### config.mk
export PLATFORM = sky130hd
export DESIGN_NAME = pl_mem_arbiter_flat
export DESIGN_NICKNAME = d
export VERILOG_FILES = /design/src/rtl/pl_mem_arbiter_if.sv /design/src/rtl/pl_mem_arbiter.sv /design/src/flat_wrapper.sv
export SDC_FILE = /design/constraint.sdc
export NUM_CORES = 1
export LEC_CHECK = 0
export ABC_AREA = 1
export CORE_ASPECT_RATIO = 1.75
export CORE_MARGIN = 5
export CORE_UTILIZATION = 36
export CTS_CLUSTER_SIZE = 25
export DETAILED_ROUTE_END_ITERATION = 8
export GPL_TIMING_DRIVEN = 0
export PLACE_DENSITY = 0.81
export SYNTH_ARGS = -nofsm -noshare
export SYNTH_HDL_FRONTEND = slang
export SYNTH_SLANG_ARGS = --single-unit
### constraint.sdc
create_clock -name clk -period 1.4 [get_ports clk]
set_input_delay 0.42 -clock clk [delete_from_list [all_inputs] [get_ports clk]]
set_output_delay 0.42 -clock clk [all_outputs]
set_load 0.02 [all_outputs]
### src/rtl/pl_mem_arbiter_if.sv
// Bus bundle between the pipeline requesters (IF, MEM), the arbiter and the memory macro.
// The slave modport is the arbiter's view; master is the environment's view.
interface pl_mem_arbiter_if #(
  parameter int ADDR_W = 32,
  parameter int DATA_W = 32
);
  logic              if_req;
  logic [ADDR_W-1:0] if_addr;
  logic              if_ack;
  logic [DATA_W-1:0] if_rdata;

  logic              mem_req;
  logic              mem_we;
  logic [ADDR_W-1:0] mem_addr;
  logic [DATA_W-1:0] mem_wdata;
  logic              mem_ack;
  logic [DATA_W-1:0] mem_rdata;

  logic              ram_en;
  logic              ram_we;
  logic [ADDR_W-1:0] ram_addr;
  logic [DATA_W-1:0] ram_wdata;
  logic [DATA_W-1:0] ram_rdata;

  logic              stall_if;
  logic              stall_mem;
  logic              busy;

  modport slave (
    input  if_req, if_addr, mem_req, mem_we, mem_addr, mem_wdata, ram_rdata,
    output if_ack, if_rdata, mem_ack, mem_rdata,
    output ram_en, ram_we, ram_addr, ram_wdata,
    output stall_if, stall_mem, busy
  );

  modport master (
    output if_req, if_addr, mem_req, mem_we, mem_addr, mem_wdata, ram_rdata,
    input  if_ack, if_rdata, mem_ack, mem_rdata,
    input  ram_en, ram_we, ram_addr, ram_wdata,
    input  stall_if, stall_mem, busy
  );
endinterface

### src/rtl/pl_mem_arbiter.sv
// Single-port memory arbiter for the IF and MEM pipeline stages: IDLE -> ACCESS (WAIT_CYC
// cycles) -> RESP (one-cycle ack), round-robin on contention, combinational stalls.
module pl_mem_arbiter #(
  parameter int WAIT_CYC = 2
) (
  input  logic              clk,
  input  logic              rst,
  pl_mem_arbiter_if.slave   bus
);

  localparam int CNT_W = $clog2(WAIT_CYC + 1);

  typedef enum logic [1:0] {IDLE, ACCESS, RESP} state_t;
  typedef enum logic {OWN_IF, OWN_MEM} owner_t;

  state_t           state;
  owner_t           owner;
  owner_t           last_owner;
  owner_t           grant;
  logic [CNT_W-1:0] cnt;

  // On contention the requester that did not win last time gets the memory.
  always_comb begin
    grant = OWN_IF;
    if (bus.if_req && bus.mem_req)
      grant = (last_owner == OWN_IF) ? OWN_MEM : OWN_IF;
    else if (bus.mem_req)
      grant = OWN_MEM;
  end

  // NOTE: all state and registered outputs use non-blocking assignments so every
  // register samples the pre-edge values, independent of statement order.
  always_ff @(posedge clk) begin
    if (!rst) begin
      state         <= IDLE;
      owner         <= OWN_IF;
      last_owner    <= OWN_IF;
      cnt           <= '0;
      bus.if_ack    <= 1'b0;
      bus.mem_ack   <= 1'b0;
      bus.ram_en    <= 1'b0;
      bus.ram_we    <= 1'b0;
      bus.ram_addr  <= '0;
      bus.ram_wdata <= '0;
      bus.if_rdata  <= '0;
      bus.mem_rdata <= '0;
    end else begin
      unique case (state)
        IDLE: begin
          if (bus.if_req || bus.mem_req) begin
            state        <= ACCESS;
            owner        <= grant;
            last_owner   <= grant;
            cnt          <= CNT_W'(WAIT_CYC);
            bus.ram_en   <= 1'b1;
            bus.ram_we   <= (grant == OWN_MEM) && bus.mem_we;
            bus.ram_addr <= (grant == OWN_MEM) ? bus.mem_addr : bus.if_addr;
            if (grant == OWN_MEM)
              bus.ram_wdata <= bus.mem_wdata;
          end
        end

        ACCESS: begin
          cnt <= cnt - 1'b1;
          if (cnt == CNT_W'(1)) begin
            state      <= RESP;
            bus.ram_en <= 1'b0;
            bus.ram_we <= 1'b0;
            if (owner == OWN_MEM) bus.mem_ack <= 1'b1;
            else                  bus.if_ack  <= 1'b1;
            // ram_rdata is only valid on the last access cycle; writes leave rdata alone.
            if (!bus.ram_we) begin
              if (owner == OWN_MEM) bus.mem_rdata <= bus.ram_rdata;
              else                  bus.if_rdata  <= bus.ram_rdata;
            end
          end
        end

        RESP: begin
          // Unconditional return to IDLE keeps the owner's still-high req from re-granting.
          state       <= IDLE;
          bus.if_ack  <= 1'b0;
          bus.mem_ack <= 1'b0;
        end

        default: state <= IDLE;
      endcase
    end
  end

  assign bus.stall_mem = bus.mem_req & ~bus.mem_ack;
  assign bus.stall_if  = (bus.if_req & ~bus.if_ack) | bus.stall_mem;
  assign bus.busy      = (state != IDLE);

endmodule

### src/flat_wrapper.sv
// flat-port wrapper written by rule: the top's interface ports become plain ports
module pl_mem_arbiter_flat 
#(
  parameter int WAIT_CYC = 2
)
  (clk, rst, bus_if_req, bus_if_addr, bus_mem_req, bus_mem_we, bus_mem_addr, bus_mem_wdata, bus_ram_rdata, bus_if_ack, bus_if_rdata, bus_mem_ack, bus_mem_rdata, bus_ram_en, bus_ram_we, bus_ram_addr, bus_ram_wdata, bus_stall_if, bus_stall_mem, bus_busy);
  pl_mem_arbiter_if #(.ADDR_W(32), .DATA_W(32)) bus_i ();
  input  logic clk;
  input  logic rst;
  input wire logic [$bits(bus_i.if_req)-1:0] bus_if_req;
  input wire logic [$bits(bus_i.if_addr)-1:0] bus_if_addr;
  input wire logic [$bits(bus_i.mem_req)-1:0] bus_mem_req;
  input wire logic [$bits(bus_i.mem_we)-1:0] bus_mem_we;
  input wire logic [$bits(bus_i.mem_addr)-1:0] bus_mem_addr;
  input wire logic [$bits(bus_i.mem_wdata)-1:0] bus_mem_wdata;
  input wire logic [$bits(bus_i.ram_rdata)-1:0] bus_ram_rdata;
  output wire logic [$bits(bus_i.if_ack)-1:0] bus_if_ack;
  output wire logic [$bits(bus_i.if_rdata)-1:0] bus_if_rdata;
  output wire logic [$bits(bus_i.mem_ack)-1:0] bus_mem_ack;
  output wire logic [$bits(bus_i.mem_rdata)-1:0] bus_mem_rdata;
  output wire logic [$bits(bus_i.ram_en)-1:0] bus_ram_en;
  output wire logic [$bits(bus_i.ram_we)-1:0] bus_ram_we;
  output wire logic [$bits(bus_i.ram_addr)-1:0] bus_ram_addr;
  output wire logic [$bits(bus_i.ram_wdata)-1:0] bus_ram_wdata;
  output wire logic [$bits(bus_i.stall_if)-1:0] bus_stall_if;
  output wire logic [$bits(bus_i.stall_mem)-1:0] bus_stall_mem;
  output wire logic [$bits(bus_i.busy)-1:0] bus_busy;
  assign bus_i.if_req = bus_if_req;
  assign bus_i.if_addr = bus_if_addr;
  assign bus_i.mem_req = bus_mem_req;
  assign bus_i.mem_we = bus_mem_we;
  assign bus_i.mem_addr = bus_mem_addr;
  assign bus_i.mem_wdata = bus_mem_wdata;
  assign bus_i.ram_rdata = bus_ram_rdata;
  assign bus_if_ack = bus_i.if_ack;
  assign bus_if_rdata = bus_i.if_rdata;
  assign bus_mem_ack = bus_i.mem_ack;
  assign bus_mem_rdata = bus_i.mem_rdata;
  assign bus_ram_en = bus_i.ram_en;
  assign bus_ram_we = bus_i.ram_we;
  assign bus_ram_addr = bus_i.ram_addr;
  assign bus_ram_wdata = bus_i.ram_wdata;
  assign bus_stall_if = bus_i.stall_if;
  assign bus_stall_mem = bus_i.stall_mem;
  assign bus_busy = bus_i.busy;
  pl_mem_arbiter #(.WAIT_CYC(WAIT_CYC)) u_core (.clk(clk), .rst(rst), .bus(bus_i));
endmodule
==> results.md <==
* Detailed Place HPWL at 13,900 um
* Cell type of the slowest stage on the worst timing path: dfxtp_4
* Outcome: finished with violations
* Failing checks: negative setup slack
* Switch Pwr at 3.31 mW
* DR WL/cell at 16.3 um
* Top cells by area, synth: dfxtp_1 (53%), nor2_1 (14%), o21ai_0 (12%), nand2_1 (5.6%), a21oi_1 (3.7%)
* Reg power frac at 38.3%
* Fin cells at 1,199
* Initial drt markers at 144
* Crit path cell chain: nor2_4 > inv_4 > buf_6
* First-pass GRT wire length at 28,200 um
* Critical path peak fanout at 3
* Starting density of the core at 36.4%
* DRT Pass-1 Iters at 5
* Number of global-route vias before repair at 5,473
* Share of cells above drive strength 1 at 33.5%
* Synthesized net count at 823
* Kind of critical path: reg -> out
* CTS tree: done
* CTS Buf Count at 17
* Setup tns final at -0.150 ns
* Crit path time final at 1.48 ns
* Vias per cell at 4.83
* Sw Ratio at 29.3%
* Post-synthesis cell type count at 24
* Max Root-Sink Buffers at 2
* Area share of the largest cell type after synthesis at 53.0%
* Slew Limit Headroom at 53.5%
* GR Layer Usage met2 at 39.5%
* Worst flop-to-flop path startpoint: u_core.state[0]$_SDFFE_PN0P_
* Die height at 169 um
* Util after Layout at 63.4%
* Internal Power at 7.99 mW
* Buf/Inv on CP at 2
* Syn_area_per_cell at 7.51 sq um
* Tot GR Track Use at 21.1%
* Worst path required time at 0.98 ns
* Ys Warns at 0
* Post-synth top area cell: dfxtp_1
* Logic pwr share at 22.5%
* CTS root buffer: clkbuf_16
* GPL Wtd Cong at 0.845
* Final Hold Viols at 0
* Met3 Use GR at 4.91%
* Worst Setup End Kind: primary output
* RSZ-0062 raised after global routing: yes
* Core ar. at 14,200 sq um
* Critical Path Source: u_core.state[0]$_SDFFE_PN0P_
* Final setup skew at 0.00683 ns
* Sequential standard cell area at 2760 sq um
* CP peak stage delay at 0.35 ns
* Grt peak-use layer: met2
* Top Ports at 268
* Clock slew at reported path FFs at 0.06 ns
* Peak supply drop at 799 uV
* Initial antenna violation count at 0
* Hold path startpoint: rst
* Top delay family on crit path: flip-flops
* Startpoint types: flip-flop
* DIE WIDTH at 101 um
* Leak at 4.05 nW
* Remaining Overflow, GRT at 0
* Final setup violation count at 10
* Met1 usage at 21.3%
* Htree depth at 4
* #FFs+latches synth at 137
* Worst EP arrival at 1.06 ns
* Commonest non-fill, non-tap cell in the layout: nor2_1
* Largest net degree at the start of global routing at 17
* Most frequent cells in the layout: nor2_1 (168), buf_2 (137), dfxtp_1 (130)
* Max-Cap Viols at 0
* Final-report max-slew violation count at 0
* Antenna viol nets, final at 0
* Final WL at 19,600 um
* Worst slew pin tran at 0.697 ns
* Clk sinks at 137
* Area delta synth->final at 74.4%
* Residual DRC at 0
* N_diodes at 0
* Filler cells at 1,253
* Final Cycle Share at 106%
* Area of the multi-input gates at 2600 sq um
* Post-layout nets at 1,140
* Synth Cell Area at 5170 sq um
* Routed via count at 5,787
* FMAX at 0.677 GHz
* Num rows at 58
* Hold Buf Count CTS at 0
* Hold/Removal Path Class: in -> reg
* PwrDens at 1250 nW/um^2
* Placed cells at 1,135
* Gate Count Post-Synth at 689
* Number of port buffers at 266
* Total die area at 17,000 sq um
* Clock network power share at 39.2%
* Setup ws final at -0.0771 ns
* Seq/Total Area, Yosys at 53.0%
* Skew-Pair Late Insertion Delay at 0.40 ns
[state kept, by name, summed over array words and instances (netlist names)]
signal / flops
u_core.bus.ram_wdata: 32
u_core.cnt: 2
u_core.bus.ram_we: 1
u_core.owner: 1
u_core.bus.ram_en: 1
u_core.bus.mem_rdata: 32
u_core.bus.ram_addr: 32
u_core.state: 2
u_core.bus.if_rdata: 32
u_core.bus.if_ack: 1
u_core.bus.mem_ack: 1
[timing repair]
action | in CTS | in global routing
setup buffers | 9 | 9
gates cloned | 7 | 8
gates resized for setup | 636 | 184
hold endpoints to repair | 0 | 0
endpoints found under the setup margin | 256 | 127
pin swaps | 9 | 28
[metal layers]
layer | part of all wire (%) | vias to the layer above
li1 | - | 2889
met1 | 34 | 2641
met2 | 56 | 205
met3 | 5.4 | 52
met4 | 4.6 | 0
met5 | 0 | -
[cell usage after synthesis]
cell / count
nand3_1: 2
inv_2: 5
nand3_2: 2
o21ai_0: 123
inv_1: 9
nand2_2: 2
clkbuf_2: 3
ha_1: 1
nor2_4: 2
a21oi_1: 38
nor2_1: 198
clkbuf_1: 22
buf_2: 16
nor2_2: 1
o22ai_1: 1
nand2_1: 77
dfxtp_1: 137
nor3_2: 1
nor4_1: 1
nor3_1: 32
buf_1: 1
buf_4: 6
o21bai_1: 1
o21ai_1: 8
[cells by family (layout without fill, tap and decap cells)]
| group | count (synthesis) | in the layout | share of synthesized area [%] |
|---|---|---|---|
| AND/OR/NAND/NOR | 318 | 320 | 24.7 |
| flip-flops | 137 | 137 | 53.0 |
| buffers and inverters | 62 | 390 | 5.39 |
| adder cells (fa/ha/maj) | 1 | 1 | 0.242 |
| AO/OA/AOI/OAI | 171 | 171 | 16.6 |
[tightest hold or removal path, cell delays in order]
cell      delay [ns]
clkbuf_1        0.18
o21ai_0         0.12
nor2_1          0.05
[area by class of cell]
| class | instances | share of cell area, % |
|---|---|---|
| Sequential cell | 137 | 30.6 |
| Multi-Input combinational cell | 492 | 28.8 |
| Timing Repair Buffer | 296 | 26.4 |
| Clock buffer | 20 | 4.84 |
| Buffer | 47 | 4.48 |
| Tap cell | 180 | 2.50 |
| Clock inverter | 12 | 1.58 |
| Inverter | 14 | 0.776 |
| Timing Repair inverter | 1 | 0.0693 |
[worst paths after layout]
path	depth (start not counted)	slack, ns	to
worst max-delay path	3	-0.08	bus_busy
worst min-delay path	3	0.40	u_core.bus.ram_addr[21]$_SDFFE_PN0P_
worst max register to register	8	-0.01	u_core.bus.ram_wdata[6]$_SDFFE_PN0P_
worst min register to register	2	0.47	u_core.bus.ram_en$_SDFFE_PN0P_
[per-stage QoR]
| step | hold WS (ns) | cell area [sq um] | worst slack [ns] | total power [mW] |
|---|---|---|---|---|
| 2_1_floorplan | 0.433 | 5170 | 0.0852 | 5.45 |
| 3_3_place_gp | 0.441 | 8060 | -0.776 | 6.60 |
| 3_5_place_dp | 0.462 | 8060 | -0.778 | 6.63 |
| 4_1_cts | 0.400 | 8300 | -0.102 | 11.0 |
| 5_1_grt | 0.419 | 9020 | -0.121 | 11.8 |
| 6_report | 0.402 | 9020 | -0.0771 | 11.3 |
[power by group through the flow]
stage	registers (mW)	clock network, mW	logic, mW
floorplan	4.73	0	0.721
global placement	4.40	0	2.21
detailed placement	4.41	0	2.22
CTS	4.32	4.49	2.17
global route	4.36	4.69	2.74
finish	4.33	4.42	2.55
Power figures use the tool's default switching activity.
